<file path="config.mk">
export PLATFORM = sky130hd
export DESIGN_NAME = id_ex_hazard_reg
export DESIGN_NICKNAME = d
export VERILOG_FILES = /design/src/rtl/id_ex_hazard_reg.sv
export SDC_FILE = /design/constraint.sdc
export NUM_CORES = 1
export LEC_CHECK = 0
export CAP_MARGIN = 0
export CORE_MARGIN = 1.5
export CORE_UTILIZATION = 33
export DETAILED_ROUTE_END_ITERATION = 10
export PLACE_DENSITY = 0.87
export SLEW_MARGIN = 20
export SYNTH_ARGS = -nofsm -noshare
export SYNTH_HDL_FRONTEND = slang
export SYNTH_SLANG_ARGS = --single-unit
</file>
<file path="constraint.sdc">
create_clock -name clk -period 1.9 [get_ports clk]
set_clock_uncertainty 0.2 [all_clocks]
set_input_delay 0.38 -clock clk [delete_from_list [all_inputs] [get_ports clk]]
set_output_delay 0.38 -clock clk [all_outputs]
set_load 0.01 [all_outputs]
</file>
<file path="src/rtl/id_ex_hazard_reg.sv">
// ID/EX pipeline register with load-use bubble insertion, multi-cycle EX hold and branch flush.
// Optional stall statistics counter is compiled in when HAZARD_STATS_EN is defined.
module id_ex_hazard_reg #(
  parameter int unsigned DATA_W      = 32,
  parameter int unsigned REG_ADDR_W  = 5,
  parameter int unsigned MULDIV_LAT  = 4,
  parameter int unsigned STALL_CNT_W = 16
) (
  input  logic                   clk,
  input  logic                   rst_n,
  input  logic                   id_valid,
  input  logic [REG_ADDR_W-1:0]  id_rs,
  input  logic [REG_ADDR_W-1:0]  id_rt,
  input  logic [REG_ADDR_W-1:0]  id_rd,
  input  logic [DATA_W-1:0]      id_rs_data,
  input  logic [DATA_W-1:0]      id_rt_data,
  input  logic [DATA_W-1:0]      id_imm,
  input  logic                   id_reg_write,
  input  logic                   id_mem_read,
  input  logic                   id_mem_write,
  input  logic [3:0]             id_alu_op,
  input  logic                   id_multi,
  input  logic                   flush,
  output logic                   stall_if_id,
  output logic                   ex_busy,
  output logic                   ex_valid,
  output logic [REG_ADDR_W-1:0]  ex_source_reg1,
  output logic [REG_ADDR_W-1:0]  ex_source_reg2,
  output logic [REG_ADDR_W-1:0]  ex_dest_reg,
  output logic [DATA_W-1:0]      ex_rs_data,
  output logic [DATA_W-1:0]      ex_rt_data,
  output logic [DATA_W-1:0]      ex_imm,
  output logic                   ex_reg_write,
  output logic                   ex_mem_read,
  output logic                   ex_mem_write,
  output logic [3:0]             ex_alu_op
`ifdef HAZARD_STATS_EN
  ,
  output logic [STALL_CNT_W-1:0] stall_cycles
`endif
);

  if (MULDIV_LAT < 1) begin : g_bad_muldiv_lat
    $error("MULDIV_LAT must be >= 1");
  end
  if (STALL_CNT_W < 1) begin : g_bad_stall_cnt_w
    $error("STALL_CNT_W must be >= 1");
  end

  localparam int unsigned CntW = (MULDIV_LAT > 1) ? $clog2(MULDIV_LAT) : 1;
  localparam logic [CntW-1:0] CntLoad = CntW'(MULDIV_LAT - 1);
  localparam logic [CntW-1:0] CntOne  = CntW'(1);
  localparam bit MultiEn = (MULDIV_LAT > 1);

  typedef enum logic [0:0] {
    StRun,
    StMulti
  } state_e;

  typedef struct packed {
    logic                  valid;
    logic [REG_ADDR_W-1:0] rs;
    logic [REG_ADDR_W-1:0] rt;
    logic [REG_ADDR_W-1:0] rd;
    logic [DATA_W-1:0]     rs_data;
    logic [DATA_W-1:0]     rt_data;
    logic [DATA_W-1:0]     imm;
    logic                  reg_write;
    logic                  mem_read;
    logic                  mem_write;
    logic [3:0]            alu_op;
  } ex_pkt_t;

  state_e            state_q, state_d;
  logic [CntW-1:0]   cnt_q, cnt_d;
  ex_pkt_t           ex_q, ex_d;
  ex_pkt_t           id_pkt;
  logic              load_use;

  always_comb begin
    id_pkt           = '0;
    id_pkt.valid     = 1'b1;
    id_pkt.rs        = id_rs;
    id_pkt.rt        = id_rt;
    id_pkt.rd        = id_rd;
    id_pkt.rs_data   = id_rs_data;
    id_pkt.rt_data   = id_rt_data;
    id_pkt.imm       = id_imm;
    id_pkt.reg_write = id_reg_write;
    id_pkt.mem_read  = id_mem_read;
    id_pkt.mem_write = id_mem_write;
    id_pkt.alu_op    = id_alu_op;
  end

  // Only a load result is unavailable for forwarding next cycle; r0 never creates a dependency.
  always_comb begin
    load_use = ex_q.valid & ex_q.mem_read & (ex_q.rd != '0) & id_valid &
               ((ex_q.rd == id_rs) | (ex_q.rd == id_rt));
  end

  always_comb begin
    state_d = state_q;
    cnt_d   = cnt_q;
    ex_d    = ex_q;
    if (flush) begin
      state_d = StRun;
      cnt_d   = '0;
      ex_d    = '0;
    end else begin
      unique case (state_q)
        StRun: begin
          if (load_use || !id_valid) begin
            ex_d = '0;
          end else begin
            ex_d = id_pkt;
            if (id_multi && MultiEn) begin
              state_d = StMulti;
              cnt_d   = CntLoad;
            end
          end
        end
        StMulti: begin
          if (cnt_q == CntOne) begin
            state_d = StRun;
            cnt_d   = '0;
          end else begin
            cnt_d = cnt_q - CntOne;
          end
        end
        default: begin
          state_d = StRun;
          cnt_d   = '0;
          ex_d    = '0;
        end
      endcase
    end
  end

  always_ff @(posedge clk) begin
    if (!rst_n) begin
      state_q <= StRun;
      cnt_q   <= '0;
      ex_q    <= '0;
    end else begin
      state_q <= state_d;
      cnt_q   <= cnt_d;
      ex_q    <= ex_d;
    end
  end

  // Gated by rst_n so nothing upstream freezes while the register is being reset.
  always_comb begin
    ex_busy     = rst_n & (state_q == StMulti);
    stall_if_id = rst_n & ((state_q == StMulti) | ((state_q == StRun) & load_use));
  end

  assign ex_valid       = ex_q.valid;
  assign ex_source_reg1 = ex_q.rs;
  assign ex_source_reg2 = ex_q.rt;
  assign ex_dest_reg    = ex_q.rd;
  assign ex_rs_data     = ex_q.rs_data;
  assign ex_rt_data     = ex_q.rt_data;
  assign ex_imm         = ex_q.imm;
  assign ex_reg_write   = ex_q.reg_write;
  assign ex_mem_read    = ex_q.mem_read;
  assign ex_mem_write   = ex_q.mem_write;
  assign ex_alu_op      = ex_q.alu_op;

`ifdef HAZARD_STATS_EN
  logic [STALL_CNT_W-1:0] stall_cnt_q, stall_cnt_d;

  always_comb begin
    stall_cnt_d = stall_cnt_q;
    if (stall_if_id && (stall_cnt_q != '1)) begin
      stall_cnt_d = stall_cnt_q + STALL_CNT_W'(1);
    end
  end

  always_ff @(posedge clk) begin
    if (!rst_n) begin
      stall_cnt_q <= '0;
    end else begin
      stall_cnt_q <= stall_cnt_d;
    end
  end

  assign stall_cycles = stall_cnt_q;
`endif

endmodule

</file>
==> impl_metrics.py <==
metrics = {
    "cells_and_area": {
        "final_common_cell": "clkdlybuf4s50_1",
        "fillers": 779,
        "num_antenna_cells": 0,
        "stdcell_count": 744,
        "finalNetCount": 712,
        "final_cell_mix": "clkdlybuf4s50_1, a22o_1, dfxtp_1",
        "fin_area_sq_um": 7860,
        "syn_to_final_growth_pct": 103,
        "drive_above_1_share_pct": 16.5,
    },
    "pwr": {
        "leakage_uw": 0.00418,
        "switching_power_uw": 1400,
        "switching_share_pct": 20.9,
        "irDropWorstVdd_uv": 698,
        "clock_power_share_pct": 49.2,
        "seqPwrFrac_pct": 40.2,
        "p_comb_share_pct": 10.6,
        "p_int_uw": 5270,
        "cellPowerDensity_nw_per_um2": 848,
    },
    "floorplanning": {
        "fp.coreArea_sq_um": 11400,
        "die_h_um": 111,
        "rows": 39,
        "dieWidth_um": 111,
        "fp.dieArea_sq_um": 12400,
        "io_pins": 244,
        "initial_core_util_pct": 33.9,
    },
    "min_path": {
        "hp-class": "input port to flip-flop",
        "min_from": "id_rt[3]",
    },
    "setup_path": {
        "crit_arrival_ps": 1580,
        "worstSetupEndpointType": "output port",
        "worst-setup-path-type": "flip-flop to output port",
        "r2r_start": "ex_dest_reg[0]",
        "crit_path_start": "ex_dest_reg[0]",
        "crit_required_ps": 1320,
        "start_kind": "flip-flop",
        "crit_path_max_fanout": 4,
    },
    "synthesis": {
        "synth_seq_area_share_pct": 63.0,
        "synth-xor-area-share_pct": 2.26,
        "synth_compound_area_share_pct": 28.4,
        "synth_cell_types": 21,
        "synth_nets": 428,
        "syn_inst": 304,
        "synth_mux_area_share_pct": 0.258,
        "synth_top_family_by_area": "compound AO/OA/AOI/OAI gates",
        "syn_area_per_cell_sq_um": 12.7,
        "synth_area_leaders": "dfxtp_1, a22o_1, xnor2_1",
        "synth-simple-area-share_pct": 2.03,
        "synth_seq_cells": 122,
        "synthAdderAreaFrac_pct": 0.323,
        "synth_top_area_share_pct": 63.0,
        "yosysTopAreaCell": "dfxtp_1",
        "ys_warn_count": 0,
        "netlist_area_sq_um": 3870,
    },
    "sta": {
        "clock.fmax_mhz": 463,
        "worstMarginPinSlew_ps": 230,
        "hold_violations": 0,
        "rsz0062_at_grt": "true",
        "slew_viol_final": 0,
        "fin_crit_sh_pct": 114,
        "report.final.setup_viol": 101,
        "fin_ws_ps": -258,
        "min_period_ps": 2160,
        "slew_headroom_pct": 84.6,
    },
    "placed_design": {
        "preCtsSetupSlack_ps": -838,
        "dp_hpwl_um": 8750,
        "placed_area_sq_um": 6630,
        "numPortBuffers": 243,
        "place_inst": 690,
        "place.gp.congestion": 0.846,
    },
    "routing": {
        "ant_nets": 0,
        "routedWlPerCell_um": 18.6,
        "drt_first_iter_violations": 133,
        "vias": 3727,
        "drc_errors": 0,
        "detailedRoute.firstPassIterationCount": 6,
        "wl_um": 13800,
        "post_drt_via_cell_ratio": 5.01,
    },
    "grt": {
        "grt_pass1_vias": 3837,
        "track_usage_pct": 20.7,
        "overflow": 0,
        "antenna_found_initial": 0,
        "grt_max_degree": 34,
        "grt_pass1_wl_um": 20200,
    },
    "clocking": {
        "cts.clk_slew.worst_paths_ps": 50,
        "cts_buffers": 17,
        "cts_hold_buf": 0,
        "root_buffer": "clkbuf_16",
        "tritoncts": "built",
        "cts_max_path_buffers": 2,
        "clk-insertion-delay-late_ps": 400,
        "cts.sinks": 122,
        "cts_max_level": 4,
    },
    "outcome": {
        "status": "complete, but fails checks",
        "violations": "negative setup slack",
    },
    "run": {
        "max_cap_violations": 0,
    },
}
[cells by family (layout without fill, tap and decap cells)]
| group | count (synthesis) | in the layout |
|---|---|---|
| compound gates | 127 | 127 |
| xor+xnor | 10 | 10 |
| fa+ha+maj | 1 | 1 |
| buf+inv | 28 | 325 |
| flops | 122 | 122 |
| mux | 1 | 1 |
| simple gates | 15 | 15 |
[power groups by stage]
| stage | Combinational, uW | Sequential, uW | Clock [uW] |
|---|---|---|---|
| floorplan | 128 | 2760 | 0 |
| global placement | 606 | 2730 | 0 |
| detailed placement | 620 | 2730 | 0 |
| CTS | 696 | 2680 | 3330 |
| global route | 738 | 2690 | 3470 |
| finish | 704 | 2680 | 3280 |
[synth_stat cells, drive strengths merged]
library cell and instances:
ha 1, nand3 3, o22ai 1, o2bb2ai 1, a22o 119, a211oi 1, nand2 3, inv 2
dfxtp 122, nor2 1, and2 2, a21o 2, mux2i 1, buf 13, nand2b 3, clkbuf 13
a21oi 3, nor2b 2, nor3 1, xnor2 10
[worst max-delay path, stage by stage, from the launching register on]
cell	delay [ps]
dfxtp_4	370
xnor2_2	180
nand3_1	110
o22ai_2	190
a21oi_1	90
nor2b_1	110
buf_2	140
[area by class of cell]
cell class,count,area (sq um),share of cell area (%)
timing repair buffer,291,3220,41.0
sequential,122,2460,31.3
multi-input combinational,154,1370,17.5
clock buffer,21,470,5.99
tap,143,179,2.28
clock inverter,11,144,1.83
inverter,2,7.51,0.0956
[metrics by stage]
| step | util, % | TNS (ps) | hold slack, ps | power, uW |
|---|---|---|---|---|
| final | 68.8 | -7890 | 163 | 6660 |
| after global routing | 68.8 | -15010 | 165 | 6890 |
| after CTS | 66.9 | -5160 | 138 | 6710 |
| after detailed placement | 58.1 | -72730 | 262 | 3350 |
| after global placement | 58.1 | -69560 | 259 | 3340 |
| after floorplan | - | 0 | 290 | 2890 |
[final timing paths]
kind | end | slack [ps] | depth (start not counted)
max | stall_if_id | -260 | 6
min | ex_source_reg2[3] | 160 | 3
max reg2reg | ex_rs_data[9] | -100 | 9
min reg2reg | ex_source_reg2[3] | 270 | 1
[metal layers]
metal  global-route usage, %  routed length, um
met1                    22.7               5350
met2                    37.3               7310
met3                    7.40                999
met4                    6.84                173
met5                       0                  0
[repair_timing]
action / 4_1_cts / 5_1_grt
pin swaps: 18 / 15
resized for setup: 73 / 74
endpoints found under the setup margin: 146 / 166
gates cloned: 9 / 4
setup buffers: 12 / 4
hold endpoints to repair: 0 / 0
(Power assumes the default switching activity.)
